**config.mk**
```make
export PLATFORM = sky130hd
export DESIGN_NAME = tt_mux_sel_driver
export DESIGN_NICKNAME = d
export VERILOG_FILES = /design/src/rtl/tt_mux_sel_driver.sv
export SDC_FILE = /design/constraint.sdc
export NUM_CORES = 1
export LEC_CHECK = 0
export CORE_MARGIN = 3
export CORE_UTILIZATION = 40
export CTS_BUF_LIST = sky130_fd_sc_hd__clkbuf_2 sky130_fd_sc_hd__clkbuf_4 sky130_fd_sc_hd__clkbuf_8
export CTS_CLUSTER_SIZE = 8
export DETAILED_ROUTE_END_ITERATION = 8
export MAX_ROUTING_LAYER = met4
export PLACE_DENSITY = 0.6
export RECOVER_POWER = 50
export SLEW_MARGIN = 20
export SYNTH_ARGS = -nofsm -noshare
export SYNTH_HDL_FRONTEND = slang
export SYNTH_SLANG_ARGS = --single-unit
export TNS_END_PERCENT = 30
```
**constraint.sdc**
```tcl
create_clock -name clk -period 3.1 [get_ports clk]
set_input_delay 0.62 -clock clk [delete_from_list [all_inputs] [get_ports clk]]
set_output_delay 0.62 -clock clk [all_outputs]
set_load 0.05 [all_outputs]
```
**src/rtl/tt_mux_sel_driver.sv**
```systemverilog
// -----------------------------------------------------------------------------
// tt_mux_sel_driver
//
// Hardware initiator for the Tiny Tapeout project-mux select interface. Given a
// target project address it drops ctrl_ena, resets the mux controller's
// address counter, issues exactly `addr` increment pulses on ctrl_sel_inc and
// then re-enables the selected design.
//
// Sequence: IDLE -> DIS -> RST -> GAP -> INC_HI <-> INC_LO -> DONE -> IDLE
//
// Parameters:
//   ADDR_W        width of the project address
//   RST_CYCLES    clk cycles ctrl_sel_rst_n is held low (>= 1)
//   PULSE_CYCLES  clk cycles per high / low phase of ctrl_sel_inc, and the
//                 settle gap after the counter reset (>= 1)
//
// Ports:
//   clk             single clock
//   rst_n           asynchronous active-low reset
//   start           request a select (sampled only in IDLE)
//   addr            target project address, latched when start is accepted
//   stop            in IDLE, drives ctrl_ena low; ignored while busy
//   busy            high in every non-IDLE state
//   done            one-cycle pulse when ctrl_ena rises at end of a select
//   ctrl_sel_rst_n  to mux controller, active-low counter reset
//   ctrl_sel_inc    to mux controller, counter increments on rising edge
//   ctrl_ena        to mux controller, enables the selected design
//   cur_addr        (MUX_SEL_INCREMENTAL_EN only) last completed address
//
// Optional feature, macro MUX_SEL_INCREMENTAL_EN:
//   Remembers the last completed address. A new select at or above it skips
//   the counter reset and only issues the difference in increment pulses.
//
// All outputs are registered; their next values are decoded from the
// next state so they line up exactly with the state they belong to.
// -----------------------------------------------------------------------------
module tt_mux_sel_driver #(
  parameter int ADDR_W       = 10,
  parameter int RST_CYCLES   = 4,
  parameter int PULSE_CYCLES = 2
) (
  input  logic              clk,
  input  logic              rst_n,
  input  logic              start,
  input  logic [ADDR_W-1:0] addr,
  input  logic              stop,
  output logic              busy,
  output logic              done,
  output logic              ctrl_sel_rst_n,
  output logic              ctrl_sel_inc,
  output logic              ctrl_ena
`ifdef MUX_SEL_INCREMENTAL_EN
  ,
  output logic [ADDR_W-1:0] cur_addr
`endif
);

  // Phase counter only has to reach the longest timed phase minus one.
  localparam int CNT_MAX = (RST_CYCLES > PULSE_CYCLES) ? RST_CYCLES : PULSE_CYCLES;
  localparam int CNT_W   = (CNT_MAX > 1) ? $clog2(CNT_MAX) : 1;
  localparam logic [CNT_W-1:0] RST_LAST   = CNT_W'(RST_CYCLES - 1);
  localparam logic [CNT_W-1:0] PULSE_LAST = CNT_W'(PULSE_CYCLES - 1);

  typedef enum logic [2:0] {
    IDLE,
    DIS,
    RST,
    GAP,
    INC_HI,
    INC_LO,
    DONE
  } state_e;

  state_e            state_q, state_d;
  logic [CNT_W-1:0]  cnt_q, cnt_d;
  // Remaining pulses; ADDR_W bits hold the all-ones address without wrapping.
  logic [ADDR_W-1:0] rem_q, rem_d;

  logic busy_q, busy_d;
  logic done_q, done_d;
  logic sel_rst_n_q, sel_rst_n_d;
  logic sel_inc_q, sel_inc_d;
  logic ena_q, ena_d;

  // High when the current select may skip the counter reset.
  logic skip_rst;

`ifdef MUX_SEL_INCREMENTAL_EN
  logic [ADDR_W-1:0] tgt_q, tgt_d;
  logic [ADDR_W-1:0] cur_q, cur_d;
  logic              cur_vld_q, cur_vld_d;
  logic              fast_q, fast_d;

  assign skip_rst = fast_q;
  assign cur_addr = cur_q;
`else
  assign skip_rst = 1'b0;
`endif

  always_comb begin
    // NOTE: every signal written here gets a default first, so no path can
    // leave one unassigned and infer a latch.
    state_d = state_q;
    cnt_d   = cnt_q;
    rem_d   = rem_q;
`ifdef MUX_SEL_INCREMENTAL_EN
    tgt_d     = tgt_q;
    cur_d     = cur_q;
    cur_vld_d = cur_vld_q;
    fast_d    = fast_q;
`endif

    unique case (state_q)
      IDLE: begin
        if (start) begin
          state_d = DIS;
          cnt_d   = '0;
          rem_d   = addr;
`ifdef MUX_SEL_INCREMENTAL_EN
          tgt_d = addr;
          if (cur_vld_q && (addr >= cur_q)) begin
            fast_d = 1'b1;
            rem_d  = addr - cur_q;
          end else begin
            fast_d = 1'b0;
          end
`endif
        end
      end

      DIS: begin
        cnt_d = '0;
        if (skip_rst) begin
          state_d = (rem_q == '0) ? DONE : INC_HI;
        end else begin
          state_d = RST;
        end
      end

      RST: begin
        if (cnt_q == RST_LAST) begin
          state_d = GAP;
          cnt_d   = '0;
        end else begin
          cnt_d = cnt_q + CNT_W'(1);
        end
      end

      GAP: begin
        if (cnt_q == PULSE_LAST) begin
          cnt_d   = '0;
          state_d = (rem_q == '0) ? DONE : INC_HI;
        end else begin
          cnt_d = cnt_q + CNT_W'(1);
        end
      end

      INC_HI: begin
        if (cnt_q == PULSE_LAST) begin
          state_d = INC_LO;
          cnt_d   = '0;
        end else begin
          cnt_d = cnt_q + CNT_W'(1);
        end
      end

      INC_LO: begin
        if (cnt_q == PULSE_LAST) begin
          cnt_d = '0;
          rem_d = rem_q - ADDR_W'(1);
          // Decision uses the post-decrement count, i.e. rem_q == 1.
          state_d = (rem_q == ADDR_W'(1)) ? DONE : INC_HI;
        end else begin
          cnt_d = cnt_q + CNT_W'(1);
        end
      end

      DONE: begin
        state_d = IDLE;
      end

      default: begin
        state_d = IDLE;
      end
    endcase

`ifdef MUX_SEL_INCREMENTAL_EN
    // DONE lasts exactly one cycle, so this fires once per select.
    if (state_d == DONE) begin
      cur_d     = tgt_q;
      cur_vld_d = 1'b1;
    end
`endif

    // Registered outputs decoded from the state being entered.
    busy_d      = (state_d != IDLE);
    done_d      = (state_d == DONE);
    sel_rst_n_d = (state_d != RST);
    sel_inc_d   = (state_d == INC_HI);

    ena_d = ena_q;
    if (state_d == DIS) begin
      ena_d = 1'b0;
    end else if (state_d == DONE) begin
      ena_d = 1'b1;
    end else if ((state_q == IDLE) && stop) begin
      // start has priority: an accepted start takes the DIS branch above.
      ena_d = 1'b0;
    end
  end

  // NOTE: sequential state uses non-blocking assignments only, so every
  // register samples the pre-edge values regardless of statement order.
  always_ff @(posedge clk or negedge rst_n) begin
    if (!rst_n) begin
      state_q     <= IDLE;
      cnt_q       <= '0;
      rem_q       <= '0;
      busy_q      <= 1'b0;
      done_q      <= 1'b0;
      sel_rst_n_q <= 1'b1;
      sel_inc_q   <= 1'b0;
      ena_q       <= 1'b0;
    end else begin
      state_q     <= state_d;
      cnt_q       <= cnt_d;
      rem_q       <= rem_d;
      busy_q      <= busy_d;
      done_q      <= done_d;
      sel_rst_n_q <= sel_rst_n_d;
      sel_inc_q   <= sel_inc_d;
      ena_q       <= ena_d;
    end
  end

`ifdef MUX_SEL_INCREMENTAL_EN
  always_ff @(posedge clk or negedge rst_n) begin
    if (!rst_n) begin
      tgt_q     <= '0;
      cur_q     <= '0;
      cur_vld_q <= 1'b0;
      fast_q    <= 1'b0;
    end else begin
      tgt_q     <= tgt_d;
      cur_q     <= cur_d;
      cur_vld_q <= cur_vld_d;
      fast_q    <= fast_d;
    end
  end
`endif

  assign busy           = busy_q;
  assign done           = done_q;
  assign ctrl_sel_rst_n = sel_rst_n_q;
  assign ctrl_sel_inc   = sel_inc_q;
  assign ctrl_ena       = ena_q;

endmodule

```
# --- Word level (Yosys, flattened, before mapping) ---
# Cells that the tools add are included.
op_classes:
  n_reduce_logical: 10
  muxes: 18
  addsub: 2
  eq_ne: 14
ops:
  columns: ["cell", "n"]
  rows:
  - ["$mux 10", 2]
  - ["$pmux 10 s2", 1]
  - ["$pmux 3 s6", 1]
  - ["$mux 3", 5]
  - ["$eq 3x3->1 const B", 4]
  - ["$eq 10x1->1 const B", 1]
  - ["$logic_not 10->1", 1]
  - ["$mux 2", 5]
  - ["$sub 10x1->10 const B", 1]
  - ["$pmux 2 s4", 1]
  - ["$eq 3x1->1 const B", 2]
  - ["$eq 3x2->1 const B", 2]
  - ["$reduce_bool 3->1", 2]
  - ["$ne 2x2->1 const B", 2]
  - ["$reduce_bool 4->1", 1]
  - ["$logic_not 3->1", 1]
  - ["$mux 1", 3]
  - ["$ne 3x2->1 const B", 1]
  - ["$reduce_and 3->1", 1]
  - ["$reduce_or 3->1", 1]
  - ["$add 2x1->2 const B", 1]
  - ["$eq 2x1->1 const B", 1]
  - ["$eq 2x2->1 const B", 1]
  - ["$reduce_and 2->1", 1]
  - ["other kinds (2)", 2]
totals:
  register_bits: 20
  in_bits: 14

# --- Logic depth before layout (Yosys ltp) ---
logic_depth:
  ltp_word: 7
  ltp_mapped: 8
  ltp_nobuf: 7

# --- Least setup slack after synthesis ---
# Ideal clock, no wire load.
synth_timing:
  path_type: "reg2reg"
  startpoint: "register cnt_q[0]"
  endpoint: "register busy_q (netlist: busy)"
  path_buffers: 1
  path_slack_ns: 1.307
  setup_ns: 0.131
  stages_incl_launch_ff: 8
  period_less_slack_ns: 1.793
  arrival_time_ns: 1.662
  cell_sequence: "dfrtp_1 > ha_1 > clkbuf_1 > xor2_1 > a21boi_0 > o21a_1 > inv_1 > or3_1"
synth_between:
  elab_chain_cells: 4
synth_lines:
  columns: ["element", "line", "source"]
  rows:
  - ["start, declared", "75", "logic [CNT_W-1:0] cnt_q, cnt_d;"]
  - ["start signal, assigned", "226", "cnt_q <= cnt_d;"]
  - ["$eq 2x1->1 or $eq 2x2->1 (tied branches)", null, null]
  - ["$mux 3 (on tied branches)", null, null]
  - ["$pmux 3 s6 *", "113", "unique case (state_q)"]
  - ["named net state_d[0]", "74", "state_e state_q, state_d;"]
  - ["$reduce_bool 3->1 *", "196", "busy_d = (state_d != IDLE);"]
  - ["named net busy_d", "79", "logic busy_q, busy_d;"]
  - ["end signal, assigned", "228", "busy_q <= busy_d;"]
  - ["end, declared", "79", null]
# The timed path passes the listed nets; every way through them passes the cells marked *.
# A chain may end at the register's enable or synchronous reset.

# --- Worst setup path in the final report ---
layout_timing:
  startpoint: "register sel_rst_n_q (netlist: ctrl_sel_rst_n)"
  endpoint: "output port ctrl_sel_rst_n"
layout_rtl:
  columns: ["element", "line", "source"]
  rows:
  - ["start, declared", "81", "logic sel_rst_n_q, sel_rst_n_d;"]
  - ["start signal, assigned", "230", "sel_rst_n_q <= sel_rst_n_d;"]
  - ["end, declared", "49", "output logic ctrl_sel_rst_n,"]
# No word-level cell between the ends.

==> flow_metrics.py <==
metrics = {
    "die": {
        "die_x_um": 63.0,
        "rows": 20,
        "ios": 19,
        "core_mm2": 0.00308,
        "fp.dieArea_mm2": 0.00397,
        "initial_core_util_pct": 42.3,
        "dieHeight_um": 63.0,
    },
    "cts": {
        "clock_latency_ps": 300,
        "htree_levels": 1,
        "post_cts_buffers": 0,
        "cts_tree": "built",
        "cts_buffers": 3,
        "cts.sinks": 20,
        "hold_buffers": 0,
        "root_buffer": "clkbuf_4",
        "cts.clk_slew.worst_paths_ps": 110,
        "cts_resized": 0,
        "clockBufferDepth": 2,
    },
    "synthesis": {
        "synth_cells": 132,
        "syn_area_mm2": 0.00130,
        "yosysWarnings": 0,
        "synth_cell_types": 50,
        "ys.flop_type": "dfrtp_1",
        "syn-num-nets": 152,
        "synth-edff-count": 0,
        "syn_avg_cell_area_um2": 9.86,
        "ys_seq_elements": 20,
        "ys_seq_area_share_pct": 38.6,
        "async_flop_share_pct": 100,
    },
    "final_layout": {
        "area_growth_syn_to_layout_pct": 16.6,
        "layout-drive-gt1-share_pct": 10.2,
        "stdcell_count": 191,
        "nNetsFinal": 168,
        "antenna_cells": 0,
    },
    "hold_path": {
        "hp-class": "register to register",
    },
    "power": {
        "combPwrFrac_pct": 45.7,
        "p_total_uw": 1440,
        "cellPowerDensity_mw_per_mm2": 946,
        "switching_share_pct": 44.9,
        "leakage_uw": 0.000613,
        "intPower_uw": 791,
        "p_sw_uw": 644,
        "vdd_drop_max_mv": 0.765,
        "clock_power_share_pct": 14.8,
        "pwr-share-seq_pct": 39.5,
    },
    "global_route": {
        "grt_pass1_vias": 1044,
        "grt_max_degree": 21,
        "grt_pass1_wl_mm": 4.82,
        "grt.total_usage_pct": 15.2,
        "grt-ovfl-total": 0,
        "antenna_found_initial": 0,
    },
    "setup_path": {
        "cp.arrival_ps": 1640,
        "path_cells": "clkdlybuf4s50_1",
        "endpoint_kind": "output pin",
        "slowest_delay_ps": 800,
        "cp_num_buf_inv": 1,
        "slowest_stage": "clkdlybuf4s50_1",
        "cp-start-kind": "register",
        "path_class": "register to output pin",
        "required_ps": 2480,
        "critPathTopFamily": "buffers and inverters",
        "cp_max_fo": 1,
    },
    "sta": {
        "finClkSkew_ps": 0.720,
        "worst-slew-pin-transition_ps": 908,
        "setup_violations": 0,
        "relSlewSlack_pct": 39.3,
        "slew_violations": 0,
        "timing.final.crit_share_pct": 72.8,
        "max_freq_ghz": 0.443,
        "setup_tns_ps": 0,
        "post-route-min-period_ps": 2260,
        "rsz0062_at_grt": "false",
        "timing.final.hold_violations": 0,
    },
    "routing": {
        "post_drt_wl_per_cell_um": 14.2,
        "first_iter_violations": 33,
        "drtPass1Iterations": 4,
        "routed_wl_mm": 2.71,
        "drc": 0,
        "ant_nets": 0,
        "via_per_inst": 5.32,
        "vias": 1016,
    },
    "job": {
        "drv_cap": 0,
    },
    "placement": {
        "dpl.hpwl_mm": 1.96,
        "port-buffer-count": 18,
        "gp_congestion": 0.873,
        "placedCellCount": 187,
    },
    "run_status": {
        "outcome": "complete, no violations",
    },
}
cells in the final DEF, fill, tap and decap left out, drive strengths merged, types with 4 or more instances in the layout:
master,instances
nor4,5
a22oi,5
dfrtp,19
nor3,6
nor2,4
o21ai,13
nor2b,4
ha,6
clkdlybuf4s50,17
a21oi,9
inv,10
kinds of logic (layout without fill, tap and decap cells):
kind of cell	Yosys count	after routing	share of synthesized area, %
compound gates	49	49	26.9
xor+xnor	2	2	1.35
fa+ha+maj	6	6	5.77
buf+inv	18	33	7.12
flops	20	20	38.6
simple gates	37	37	20.3
metal layers:
layer | up-vias | track usage, % | part of all wire [%]
li1 | 520 | - | -
met1 | 474 | 20.6 | 51
met2 | 20 | 23.3 | 44
met3 | 2 | 3.96 | 4.1
met4 | 0 | 2.48 | 0.55
met5 | - | - | 0
synthesized netlist by cell type, types with 2 or more instances:
| cell type | number | share of area (%) |
|---|---|---|
| clkbuf_1 | 3 | 0.87 |
| nor4_4 | 2 | 3.3 |
| nand3b_1 | 2 | 1.2 |
| o21a_1 | 3 | 1.7 |
| nor4_1 | 3 | 1.4 |
| buf_6 | 3 | 2.6 |
| a31oi_1 | 2 | 0.96 |
| nor2b_1 | 4 | 1.9 |
| nand3_1 | 3 | 1.2 |
| dfrtp_1 | 19 | 37 |
| ha_1 | 6 | 5.8 |
| buf_2 | 2 | 0.77 |
| nand2_1 | 2 | 0.58 |
| inv_1 | 10 | 2.9 |
| nor3_1 | 5 | 1.9 |
| o21ai_1 | 2 | 0.77 |
| o21ai_0 | 11 | 4.2 |
| o22ai_1 | 2 | 0.96 |
| nor2_1 | 4 | 1.2 |
| o2bb2ai_1 | 3 | 2.0 |
| a22oi_1 | 5 | 2.9 |
| a21oi_1 | 8 | 3.1 |
sequential cells by signal, summed over array words and instances (netlist names):
name / flops
busy: 1
cnt_q: 2
ctrl_ena: 1
ctrl_sel_inc: 1
ctrl_sel_rst_n: 1
done: 1
rem_q: 10
state_q: 3
worst paths after layout:
check                          startpoint              to  slack [ps]  cells past startpoint
max                        ctrl_sel_rst_n  ctrl_sel_rst_n         840                      1
min                              ctrl_ena        ctrl_ena         510                      1
max reg2reg                      rem_q[1]        cnt_q[1]         870                      6
min reg2reg                      ctrl_ena        ctrl_ena         510                      1
max in group asynchronous           rst_n        cnt_q[0]        1670                      1
min in group asynchronous           rst_n        rem_q[0]         880                      1
layout make-up:
| cell class | count | area, µm² |
|---|---|---|
| tap | 44 | 55.1 |
| fill | 311 | 1560 |
| multi-input combinational | 94 | 683 |
| timing repair buffer | 19 | 188 |
| clock buffer | 3 | 22.5 |
| inverter | 10 | 37.5 |
| sequential | 20 | 502 |
| clock inverter | 1 | 30.0 |
metrics by stage:
stage / util (%) / hold slack, ps / cell area, µm² / setup WS [ps]
final: 49.3 / 514 / 1520 / 844
after floorplan: - / 324 / 1300 / 1310
after global routing: 49.3 / 564 / 1520 / 661
after CTS: 50.1 / 520 / 1540 / 826
after detailed placement: 48.4 / 487 / 1490 / 784
after global placement: 48.4 / 489 / 1490 / 860
power by group through the flow:
stage               combinational (µW)  sequential (µW)  clock [µW]
finish                             655              567         213
global route                       733              601         234
CTS                                696              570         220
detailed placement                 689              574           0
global placement                   682              572           0
floorplan                          531              575           0
Power figures use the tool's default switching activity.
